--- src/rtl/sound_master_out.sv ---
// sound_master_out: output stage after the sound mixer.
//   Decimates the per-clock mixed stream to OUT_RATE with a phase accumulator. Applies a master
//   gain (arithmetic shift, 16 = silent) that ramps one step per output tick so volume changes
//   never zipper. Holds the output silent for SETTLE_TICKS ticks after reset to hide power-up pops.
// Ports:
//   clk, rst          system clock, synchronous active-high reset
//   clock_rate[27:0]  clk frequency in Hz (registered every clk, may change at runtime)
//   in_l/in_r[15:0]   signed mixed samples, captured only on an output tick
//   vol_l/vol_r[4:0]  master volume (0 = silent, else shift by ~vol[4:1])
//   mute              forces both gain targets to silent
//   out_l/out_r[15:0] signed output samples, held between strobes
//   out_strobe        one-clk pulse when out_l/out_r update (two clks after the tick)
//   settled           high once the post-reset settle period has elapsed
module sound_master_out #(
  parameter int unsigned OUT_RATE     = 48000,
  parameter int unsigned SETTLE_TICKS = 256
) (
  input  logic        clk,
  input  logic        rst,
  input  logic [27:0] clock_rate,
  input  logic [15:0] in_l,
  input  logic [15:0] in_r,
  input  logic [4:0]  vol_l,
  input  logic [4:0]  vol_r,
  input  logic        mute,
  output logic [15:0] out_l,
  output logic [15:0] out_r,
  output logic        out_strobe,
  output logic        settled
);

  localparam logic [4:0]  GainSilent = 5'd16;
  localparam logic [11:0] SettleLast = 12'(SETTLE_TICKS - 1);

  typedef enum logic [0:0] {StSettle, StRun} state_e;

  // Gain helpers
  function automatic logic [4:0] gain_target(input logic [4:0] vol, input logic m);
    if (m || (vol == 5'd0)) return GainSilent;
    return {1'b0, ~vol[4:1]};
  endfunction

  function automatic logic [4:0] gain_step(input logic [4:0] cur, input logic [4:0] tgt);
    if (cur > tgt) return cur - 5'd1;
    if (cur < tgt) return cur + 5'd1;
    return cur;
  endfunction

  function automatic logic [15:0] apply_gain(input logic [15:0] x, input logic [4:0] code);
    if (code[4]) return 16'd0;
    return 16'($signed(x) >>> code[3:0]);
  endfunction

  // Tick generator
  logic [27:0] rate_q;
  logic [31:0] acc_q, acc_d, acc_sum;
  logic        tick;

  always_comb begin
    acc_sum = acc_q + OUT_RATE;
    acc_d   = acc_q;
    tick    = 1'b0;
    // rate 0 freezes the accumulator entirely
    if (rate_q != 28'd0) begin
      if (acc_sum >= {4'd0, rate_q}) begin
        tick  = 1'b1;
        acc_d = acc_sum - {4'd0, rate_q};
      end else begin
        acc_d = acc_sum;
      end
    end
  end

  // Settle / ramp FSM
  state_e      state_q, state_d;
  logic [11:0] cnt_q, cnt_d;
  logic        settled_q, settled_d;
  logic [4:0]  cur_l_q, cur_l_d, cur_r_q, cur_r_d;

  always_comb begin
    state_d   = state_q;
    cnt_d     = cnt_q;
    settled_d = settled_q;
    cur_l_d   = cur_l_q;
    cur_r_d   = cur_r_q;
    if (tick) begin
      case (state_q)
        StSettle: begin
          cur_l_d = GainSilent;
          cur_r_d = GainSilent;
          if (cnt_q == SettleLast) begin
            state_d   = StRun;
            settled_d = 1'b1;
          end else begin
            cnt_d = cnt_q + 12'd1;
          end
        end
        StRun: begin
          cur_l_d = gain_step(cur_l_q, gain_target(vol_l, mute));
          cur_r_d = gain_step(cur_r_q, gain_target(vol_r, mute));
        end
        default: state_d = StSettle;
      endcase
    end
  end

  // Pipeline: P0 captures sample + pre-step gain on the tick, P1 scales and registers
  logic        p0_valid_q;
  logic [15:0] x_l_q, x_r_q;
  logic [4:0]  g_l_q, g_r_q;
  logic [15:0] out_l_q, out_r_q;
  logic        strobe_q;

  always_ff @(posedge clk) begin
    rate_q <= clock_rate;
  end

  always_ff @(posedge clk) begin
    if (tick) begin
      x_l_q <= in_l;
      x_r_q <= in_r;
      g_l_q <= cur_l_q;
      g_r_q <= cur_r_q;
    end
  end

  always_ff @(posedge clk) begin
    if (rst) begin
      acc_q      <= '0;
      state_q    <= StSettle;
      cnt_q      <= '0;
      settled_q  <= 1'b0;
      cur_l_q    <= GainSilent;
      cur_r_q    <= GainSilent;
      p0_valid_q <= 1'b0;
      out_l_q    <= '0;
      out_r_q    <= '0;
      strobe_q   <= 1'b0;
    end else begin
      acc_q      <= acc_d;
      state_q    <= state_d;
      cnt_q      <= cnt_d;
      settled_q  <= settled_d;
      cur_l_q    <= cur_l_d;
      cur_r_q    <= cur_r_d;
      p0_valid_q <= tick;
      strobe_q   <= p0_valid_q;
      if (p0_valid_q) begin
        out_l_q <= apply_gain(x_l_q, g_l_q);
        out_r_q <= apply_gain(x_r_q, g_r_q);
      end
    end
  end

  assign out_l      = out_l_q;
  assign out_r      = out_r_q;
  assign out_strobe = strobe_q;
  assign settled    = settled_q;

endmodule

--- config.mk ---
export PLATFORM = sky130hd
export DESIGN_NAME = sound_master_out
export DESIGN_NICKNAME = d
export VERILOG_FILES = /design/src/rtl/sound_master_out.sv
export SDC_FILE = /design/constraint.sdc
export NUM_CORES = 1
export LEC_CHECK = 0
export CAP_MARGIN = 0
export CORE_AREA = 5 5 136 138
export DETAILED_ROUTE_END_ITERATION = 10
export DIE_AREA = 0 0 141 143
export PLACE_DENSITY = 0.77
export SETUP_SLACK_MARGIN = 0.05
export SLEW_MARGIN = 15
export SYNTH_ARGS = -nofsm -noshare
export SYNTH_HDL_FRONTEND = slang
export SYNTH_SLANG_ARGS = --single-unit
--- constraint.sdc ---
create_clock -name clk -period 4.8 [get_ports clk]
set_input_delay 1.2 -clock clk [delete_from_list [all_inputs] [get_ports clk]]
set_output_delay 1.2 -clock clk [all_outputs]
set_load 0.02 [all_outputs]
==> metrics.md <==
| Metric | Value |
|---|---|
| Distinct cells, synth | 66 |
| Critical path fanouts, max | 25 |
| Slew Limit Headroom | 43.6% |
| Worst-path clk slew | 0.06 ns |
| Met3 Use GR | 4.62% |
| Top cell type by total area after synthesis | dfxtp_1 |
| Dpl ws | 0.320 ns |
| Post-route ant nets | 0 |
| Initial antenna violation count | 0 |
| First-pass GRT wire length | 37500 µm |
| Final hold viol count | 0 |
| Static leakage | 4.35 nW |
| Area fraction of the dominant cell type after synthesis | 24.8% |
| Commonest non-fill, non-tap cells in the layout | 120 x a21oi_1, 118 x dfxtp_1, 106 x nor2_1 |
| Core area | 17100 µm² |
| Crit. End Element | register |
| Most crowded layer after global routing | met2 |
| Skew-Pair Late Insertion Delay | 0.42 ns |
| Layout cells sized above 1 | 7.80% |
| Post-synth EDFFs | 42 |
| Hpwl dp | 16400 µm |
| # rows | 48 |
| Syn-to-layout area delta | 18.6% |
| Mapped Nets | 1233 |
| Fin. max-slew vios | 0 |
| DRC Markers | 0 |
| Register share of total power | 29.9% |
| Ant diodes | 0 |
| Setup tns final | 0 ns |
| Worst EP arrival | 4.82 ns |
| Flops & latches, synth | 160 |
| Final worst slack | 0.319 ns |
| Cts hold-fix bufs | 0 |
| Min-Delay Path Class | register to register |
| GR Util met2 | 38.6% |
| Endpoints failing setup | 0 |
| Cts bufs inserted | 17 |
| Drt via density | 5.76 |
| Ys async rst share | 0% |
| Worst Hold Depth | 2 |
| CTS max path bufs | 2 |
| Max VDD drop | 0.000312 V |
| DR vias | 8234 |
| Register-to-Register Path Depth | 18 |
| Slew @ Worst Pin | 0.838 ns |
| Finished Core Util | 66.2% |
| Gr usage total | 22.5% |
| Crit Path Class | register to register |
| Min cycle time layout | 4.48 ns |
| NetSw | 0.00334 W |
| Iter 0 DRT Violations | 433 |
| TritonCTS clock tree | yes |
| Vias in the first global route | 7924 |
| Clock Skews | 0.00555 ns |
| Drt first pass iters | 5 |
| Max-cap violations | 0 |
| PortBufs | 106 |
| Status | completed |
| Comb power frac | 53.5% |
| FMAX | 223 MHz |
| Clk pwr share | 16.6% |
| Num ports | 107 |
| Synthesized area | 9510 µm² |
| Die span in y | 143 µm |
| Wire per inst | 15.8 µm |
| Synth Instances | 1115 |
| Power Density | 690 nW/µm² |
| Clock sink count | 160 |
| Min Hold Slack | 0.460 ns |
| Largest net degree at the start of global routing | 45 |
| Int Power | 0.00445 W |
| Worst Path Required | 5.14 ns |
| Grt ovf | 0 |
| Commonest non-fill, non-tap cell in the layout | a21oi_1 |
| Sw Ratio | 42.9% |
| CTS root buf | clkbuf_16 |
| Final Cycle Share | 93.3% |
| Critical path startpoint category | register |
| Routing usage on met1 | 28.5% |
| Unrepaired setup endpoints after global routing | yes |
| H-tree levels | 4 |
| Initial Util | 55.8% |
| Die footprint | 20200 µm² |
| Synth warn | 0 |
| Die X | 141 µm |
| Routability cong. | 0.906 |
| Synth top area cells | dfxtp_1 25%, edfxtp_1 13%, a21oi_1 6.3%, ha_1 5.8%, nor2_1 4.2% |
| # nets final | 1310 |
| Post-Synthesis Mean Instance Area | 8.53 µm² |
| Most used DFF post-synth | dfxtp_1 |
| Fillers | 1404 |
| Routed Wire Length | 22600 µm |
| Seq/Total Area, Yosys | 38.1% |
-- critical path, stage by stage (launching register included) --
cell	delay, ns
dfxtp_1	0.34
inv_1	0.09
ha_1	0.24
nand2b_1	0.12
and2_0	0.25
o41a_1	0.40
o21ai_0	0.28
xnor2_1	0.19
ha_1	0.34
and4_1	0.26
and3b_1	0.23
and3_1	0.18
nor3_2	0.18
nand3b_1	0.24
nor2_2	0.18
buf_4	0.33
nor3_1	0.08
mux2_2	0.27
nor4_2	0.20
-- synthesized netlist by cell type, types with 5 or more instances --
cell type  number
edfxtp_1       42
o21ai_0        78
inv_1          52
ha_1           44
clkbuf_1       54
xnor2_1        39
or3_1           6
mux2i_1        22
mux4_2          8
mux2_2         23
a211oi_1       24
xor2_1         25
or4_1           5
a21o_1         16
a31oi_1         9
nand3_1        23
nor2_1        106
nor4_1         13
o211ai_1        7
nand4_1         8
nand2b_1       32
a21oi_1       120
nor2b_1        29
nor3_1         29
buf_2           8
nand2_1        91
o21a_1          7
dfxtp_1       118
and3_1          9
-- path summary, 6_finish.rpt --
path / from / endpoint / slack, ns
worst max-delay path: acc_q[7] / acc_q[27] / 0.32
worst min-delay path: acc_q[3] / acc_q[3] / 0.46
worst max register to register: acc_q[7] / acc_q[27] / 0.32
worst min register to register: acc_q[3] / acc_q[3] / 0.46
-- logic make-up after synthesis --
logic type | share of synthesized area, %
simple gates | 19.9
mux | 6.93
xor+xnor | 5.89
flops | 38.1
buf+inv | 4.72
compound gates | 18.4
fa+ha+maj | 6.00
-- state kept, by name, indices dropped and copies added (netlist names) --
register and count:
cnt_q 12, acc_q 32, out_r 16, state_q 1
g_r_q 5, rate_q 28, p0_valid_q 1, cur_l_q 5
g_l_q 5, out_l 16, x_r_q 16, out_strobe 1
settled 1, cur_r_q 5, x_l_q 16
-- repair_timing --
action,4_1_cts,5_1_grt
setup endpoints to repair,0,1
gates resized for setup,0,0
buffers inserted,0,0
-- area by class of cell --
| class | count | area, µm² | area share, % |
|---|---|---|---|
| clock inverters | 10 | 113 | 0.998 |
| clock buffers | 22 | 454 | 4.03 |
| multi-input cells | 838 | 5440 | 48.2 |
| well taps | 225 | 282 | 2.50 |
| flip-flops and latches | 160 | 3620 | 32.1 |
| inverters | 54 | 203 | 1.80 |
| repair buffers | 121 | 1170 | 10.4 |
-- stage by stage --
step           power (W)  instance area (µm²)  std cells
5_1_grt          0.00840                11300       1430
3_3_place_gp     0.00637                10700       1398
4_1_cts          0.00777                11300       1430
2_1_floorplan    0.00541                 9510       1115
3_5_place_dp     0.00643                10700       1398
6_report         0.00779                11300       1430
-- routing by layer --
layer | share of wire, % | routed length (µm)
met1 | 44 | 10000
met2 | 48 | 10900
met3 | 5.5 | 1250
met4 | 2.0 | 452
met5 | 0 | 0
-- power by group through the flow --
| stage | logic (W) | registers [W] | clock network, W |
|---|---|---|---|
| final | 0.00416 | 0.00233 | 0.00130 |
| after detailed placement | 0.00409 | 0.00234 | 0 |
| after global placement | 0.00404 | 0.00232 | 0 |
| after global routing | 0.00462 | 0.00239 | 0.00139 |
| after floorplan | 0.00333 | 0.00208 | 0 |
| after CTS | 0.00414 | 0.00232 | 0.00132 |
(Power assumes the default switching activity.)
